$ cat src/rtl/mic1_uart_pkg.sv
// rtl/mic1_uart_pkg.sv - shared UART definitions (FSM states, default divider)
package mic1_uart_pkg;

  // Line-level frame phases, shared with the future receiver.
  typedef enum logic [1:0] {
    IDLE  = 2'd0,
    START = 2'd1,
    DATA  = 2'd2,
    STOP  = 2'd3
  } uart_state_t;

  // 12 MHz clock / 115200 baud.
  localparam int DEFAULT_CLK_DIV = 104;

  localparam int DATA_BITS = 8;

endpackage

$ cat src/rtl/mic1_sync_fifo.sv
// rtl/mic1_sync_fifo.sv - single-clock FIFO with occupancy count
//
// Ports:
//   clk, resetn       clock, synchronous active-low reset (empties the FIFO)
//   push, push_data   write request and data; ignored while full
//   pop, pop_data     read request; pop_data shows the head (first-word fall-through)
//   full, empty       occupancy flags
//   count             number of stored words, 0..DEPTH
module mic1_sync_fifo #(
  parameter int WIDTH = 8,
  parameter int DEPTH = 4
) (
  input  logic                     clk,
  input  logic                     resetn,
  input  logic                     push,
  input  logic [WIDTH-1:0]         push_data,
  input  logic                     pop,
  output logic [WIDTH-1:0]         pop_data,
  output logic                     full,
  output logic                     empty,
  output logic [$clog2(DEPTH):0]   count
);

  localparam int AW = $clog2(DEPTH);
  localparam logic [AW:0] FULL_COUNT = DEPTH[AW:0];

  logic [WIDTH-1:0] mem [DEPTH];
  logic [AW-1:0]    wr_ptr;
  logic [AW-1:0]    rd_ptr;
  logic             do_push;
  logic             do_pop;

  assign full     = (count == FULL_COUNT);
  assign empty    = (count == '0);
  assign do_push  = push && !full;
  assign do_pop   = pop && !empty;
  assign pop_data = mem[rd_ptr];

  // DEPTH is a power of two, so the pointers wrap by plain overflow.
  always_ff @(posedge clk) begin
    if (!resetn) begin
      wr_ptr <= '0;
      rd_ptr <= '0;
      count  <= '0;
    end else begin
      if (do_push) wr_ptr <= wr_ptr + 1'b1;
      if (do_pop)  rd_ptr <= rd_ptr + 1'b1;
      case ({do_push, do_pop})
        2'b10:   count <= count + 1'b1;
        2'b01:   count <= count - 1'b1;
        default: count <= count;
      endcase
    end
  end

  always_ff @(posedge clk) begin
    if (do_push) mem[wr_ptr] <= push_data;
  end

endmodule

$ cat src/rtl/mic1_uart_tx.sv
// rtl/mic1_uart_tx.sv - buffered 8N1 UART transmitter
//
// Ports:
//   clk        single clock, rising edge
//   resetn     synchronous active-low reset; aborts any frame, drops buffered bytes
//   tx_data    byte to send, captured when tx_valid && tx_ready
//   tx_valid   producer offers tx_data
//   tx_ready   a byte can be accepted this cycle (buffer not full)
//   ser_tx     registered serial output, idle high
//   busy       buffer non-empty or a frame on the line
module mic1_uart_tx
  import mic1_uart_pkg::*;
#(
  parameter int CLK_DIV    = DEFAULT_CLK_DIV,
  parameter int FIFO_DEPTH = 4
) (
  input  logic       clk,
  input  logic       resetn,
  input  logic [7:0] tx_data,
  input  logic       tx_valid,
  output logic       tx_ready,
  output logic       ser_tx,
  output logic       busy
);

  localparam int          CW       = $clog2(FIFO_DEPTH) + 1;
  localparam logic [15:0] BIT_LAST = 16'(CLK_DIV - 1);

  uart_state_t state_q, state_d;
  logic [15:0] cnt_q, cnt_d;
  logic [2:0]  bit_q, bit_d;
  logic [7:0]  shift_q, shift_d;
  logic        ser_q, ser_d;
  logic        ready_q;

  logic          push;
  logic          fifo_pop;
  logic          fifo_full;
  logic          fifo_empty;
  logic [7:0]    fifo_head;
  logic [CW-1:0] fifo_count;

  // ready_q holds tx_ready low through reset and for the reset edge itself;
  // the rest is pure buffer state, so tx_valid never feeds tx_ready.
  assign tx_ready = ready_q && !fifo_full;
  assign push     = tx_valid && tx_ready;
  assign ser_tx   = ser_q;
  assign busy     = (state_q != IDLE) || (fifo_count != '0);

  mic1_sync_fifo #(
    .WIDTH (8),
    .DEPTH (FIFO_DEPTH)
  ) u_fifo (
    .clk       (clk),
    .resetn    (resetn),
    .push      (push),
    .push_data (tx_data),
    .pop       (fifo_pop),
    .pop_data  (fifo_head),
    .full      (fifo_full),
    .empty     (fifo_empty),
    .count     (fifo_count)
  );

  always_comb begin
    state_d  = state_q;
    cnt_d    = cnt_q;
    bit_d    = bit_q;
    shift_d  = shift_q;
    fifo_pop = 1'b0;
    ser_d    = 1'b1;

    case (state_q)
      IDLE: begin
        if (!fifo_empty) begin
          fifo_pop = 1'b1;
          shift_d  = fifo_head;
          cnt_d    = BIT_LAST;
          state_d  = START;
        end
      end
      START: begin
        if (cnt_q == '0) begin
          cnt_d   = BIT_LAST;
          bit_d   = '0;
          state_d = DATA;
        end else begin
          cnt_d = cnt_q - 1'b1;
        end
      end
      DATA: begin
        if (cnt_q == '0) begin
          cnt_d = BIT_LAST;
          if (bit_q == 3'd7) begin
            state_d = STOP;
          end else begin
            bit_d   = bit_q + 1'b1;
            shift_d = {1'b0, shift_q[7:1]};
          end
        end else begin
          cnt_d = cnt_q - 1'b1;
        end
      end
      STOP: begin
        if (cnt_q == '0) begin
          // Chain straight into the next start bit when more data waits.
          if (!fifo_empty) begin
            fifo_pop = 1'b1;
            shift_d  = fifo_head;
            cnt_d    = BIT_LAST;
            state_d  = START;
          end else begin
            state_d = IDLE;
          end
        end else begin
          cnt_d = cnt_q - 1'b1;
        end
      end
      default: state_d = IDLE;
    endcase

    // The line level is decided from the next state so ser_tx can be a
    // plain register that changes on the same edge as the state.
    case (state_d)
      START:   ser_d = 1'b0;
      DATA:    ser_d = shift_d[0];
      default: ser_d = 1'b1;
    endcase
  end

  always_ff @(posedge clk) begin
    if (!resetn) begin
      state_q <= IDLE;
      cnt_q   <= '0;
      bit_q   <= '0;
      shift_q <= '0;
      ser_q   <= 1'b1;
      ready_q <= 1'b0;
    end else begin
      state_q <= state_d;
      cnt_q   <= cnt_d;
      bit_q   <= bit_d;
      shift_q <= shift_d;
      ser_q   <= ser_d;
      ready_q <= 1'b1;
    end
  end

endmodule

$ cat config.mk
export PLATFORM = sky130hd
export DESIGN_NAME = mic1_uart_tx
export DESIGN_NICKNAME = d
export VERILOG_FILES = /design/src/rtl/mic1_uart_pkg.sv /design/src/rtl/mic1_sync_fifo.sv /design/src/rtl/mic1_uart_tx.sv
export SDC_FILE = /design/constraint.sdc
export NUM_CORES = 1
export LEC_CHECK = 0
export CORE_MARGIN = 1
export CORE_UTILIZATION = 40
export CTS_CLUSTER_DIAMETER = 120
export DETAILED_ROUTE_END_ITERATION = 10
export PLACE_DENSITY = 0.59
export SLEW_MARGIN = 15
export SYNTH_ARGS = -nofsm -noshare
export SYNTH_HDL_FRONTEND = slang
export SYNTH_SLANG_ARGS = --single-unit
$ cat constraint.sdc
create_clock -name clk -period 4 [get_ports clk]
set_input_delay 1.2 -clock clk [delete_from_list [all_inputs] [get_ports clk]]
set_output_delay 1.2 -clock clk [all_outputs]
set_load 0.02 [all_outputs]
==> flow_summary.yaml <==
drt:
  drt_wl_total_um: 6970
  vias: 2521
  wire_per_inst_um: 15.4
  wl_met3_um: 286
  wl_met2_um: 3200
  dr.pass1.iters: 4
  drc_errors: 0
  ant_nets: 0
  top_layer: "met4"
  met1_length_um: 3410
  vias_per_cell: 5.55
  initialDrtViolationCount: 99
power_and_ir_drop:
  p_switching_w: 0.00128
  clockPowerShare_pct: 18.5
  combPwrFrac_pct: 47.6
  powerDensity_nw_per_um2: 760
  p_total_w: 0.00295
  power_leakage_nw: 1.36
  ir_worst_vdd_mv: 0.246
  p_sw_share_pct: 43.5
  p_seq_share_pct: 34.0
  p_int_w: 0.00167
cells_and_area:
  drive_gt1_share_pct: 10.3
  antenna_cells: 0
  nets: 370
  area_growth_pct: 10.7
die:
  fp.dieW_um: 95.6
  die_h_um: 95.6
  core_um2: 8340
  initial_utilization_pct: 42.0
  rows: 33
  ios: 14
  die_area_um2: 9150
critical_path:
  cpPeakStageDelay_ns: 0.69
  r2r_cells: 12
  path_class: "reg2out"
  crit_path_top_delay_cell: "clkdlybuf4s50_1"
  cp-start-kind: "flop"
  worstPathArrival_ns: 1.95
  worstReg2RegStart: "cnt_q[0]"
  crit_chain: "inv_1 -> a31oi_1 -> clkdlybuf4s50_1"
  critical_path_required_ns: 2.80
  end_kind: "primary output"
  cp_max_fo: 6
  setup.worst_path.start: "u_fifo.count[1]"
sta:
  max_slew_margin_pct: 45.2
  setup_viol: 0
  fin_crit_ns: 3.15
  tightest_slew_ns: 0.817
  hold_viol: 0
  finalCritPeriodShare_pct: 78.7
  whs_ns: 0.463
  finalMaxSlewViolations: 0
  setup_tns_ns: 0
  setup_ws_ns: 0.851
  fin_skew_ns: 0.0134
  rsz0062_at_grt: "false"
  fmax_ghz: 0.318
global_route:
  track_usage_pct: 17.2
  gr-total-overflow: 0
  grt_pass1_wl_um: 11800
  grt_pass1_vias: 2356
  grt_antenna_before_repair: 0
  grt_max_degree: 23
logic_synthesis:
  synth_ff_type: "dfxtp_1"
  syn_area_per_cell_um2: 10.5
  synthCells: 334
  synth_area_um2: 3510
  async_flop_share_pct: 0
  synth_cell_types: 59
  yosys_warnings: 0
  ys_seq_area_share_pct: 50.2
  synth_edf_count: 32
  syn_nets: 360
  ys_ff_latch: 72
clock_tree:
  post_cts_buffers: 0
  insertion_delay_ns: 0.35
  clock-sinks: 72
  cts_max_level: 3
  clkTransAtPathRegs_ns: 0.09
  cts_buffer_depth: 2
  cts_resized: 0
  tritoncts: "built"
  ctsHoldBuffers: 0
  cts_root_buf: "clkbuf_8"
  cts_buffers: 9
worst_hold_path:
  hold_class: "reg2reg"
  hold_start: "cnt_q[8]"
  hold_depth: 1
placement:
  gp_congestion: 0.802
  dp_slack_ns: 0.777
  dp_hpwl_um: 4830
  port_buffers: 13
flow_run:
  maxCapViolCount: 0
outcome:
  status: "completed"
[registers in the layout, summed over array words and instances, names as in the netlist, 2 cells and up, named ones only]
name           flops
shift_q            8
cnt_q             16
u_fifo.count       3
bit_q              3
state_q            2
u_fifo.mem        32
u_fifo.wr_ptr      2
u_fifo.rd_ptr      2
[cell type report]
| cell class | instances | area, um^2 |
|---|---|---|
| clock buffers | 9 | 124 |
| clock inverters | 7 | 60.1 |
| fillers | 779 | 4460 |
| inverters | 23 | 86.3 |
| multi-input cells | 223 | 1570 |
| flip-flops and latches | 72 | 1760 |
| well taps | 105 | 131 |
| repair buffers | 15 | 145 |
[stage by stage]
step,utilization (%),std cells,cell area [um^2]
global route,46.5,454,3880
detailed placement,44.3,438,3700
CTS,46.5,454,3880
finish,46.5,454,3880
floorplan,-,334,3510
global placement,44.3,438,3700
[cell usage after synthesis (2+ instances only)]
library cell	count	area, um^2
ha_1	14	175
xor2_1	3	26.3
nand3b_1	2	15.0
nor3b_1	2	15.0
nand3_1	3	15.0
nor3_2	2	20.0
mux4_2	8	180
buf_6	2	22.5
o21ai_1	4	20.0
a21oi_1	22	110
or3_1	3	18.8
nor4b_2	2	30.0
edfxtp_1	32	961
dfxtp_1	40	801
buf_2	5	25.0
o21ai_0	18	90.1
a211oi_1	6	45.0
a22oi_1	6	45.0
inv_1	23	86.3
o22ai_1	6	37.5
and2_1	4	25.0
nor3_1	9	45.0
nand2_1	22	82.6
nor2_1	34	128
nor2b_1	3	18.8
clkbuf_1	8	30.0
a31oi_1	7	43.8
xnor2_1	2	17.5
and3_1	7	43.8
a32oi_1	2	17.5
a41o_1	2	20.0
o31ai_1	2	15.0
a311oi_1	3	26.3
[placed cells by master (no fill, tap or decap), types with 8 or more instances in the layout]
cell type and n:
a21oi_1 22, clkbuf_8 9, clkdlybuf4s50_1 13, dfxtp_1 40
edfxtp_1 32, ha_1 14, inv_1 23, mux4_2 8
nand2_1 22, nor2_1 34, nor3_1 9, o21ai_0 18
[worst max-delay path, delay by kind of cell (launching register included)]
family / cells / cell delay (ns)
compound gates: 1 / 0.39
buf+inv: 2 / 0.80
flops: 1 / 0.42
[power by group through the flow]
stage	registers, W	logic (W)	clock network [W]
finish	0.00100	0.00140	0.000545
global route	0.00102	0.00159	0.000586
CTS	0.00101	0.00140	0.000557
detailed placement	0.00102	0.00139	0
global placement	0.00102	0.00138	0
floorplan	0.000973	0.00116	0
[cells by family after synthesis]
group | count (synthesis) | share of synthesized area (%)
compound gates | 91 | 16.8
xor+xnor | 5 | 1.25
fa+ha+maj | 15 | 5.57
buf+inv | 39 | 4.89
flops | 72 | 50.2
mux | 9 | 5.42
simple gates | 103 | 15.8
[metal layers]
metal  GRT usage, %  vias up
li1               -     1262
met1           22.6     1211
met2           27.0       41
met3           5.18        7
met4           5.85        0
met5              0        -
[final timing paths]
kind | end | slack (ns)
max | tx_ready | 0.85
min | cnt_q[8] | 0.46
max reg2reg | u_fifo.count[2] | 0.95
min reg2reg | cnt_q[8] | 0.46
Power figures use the tool's default switching activity.
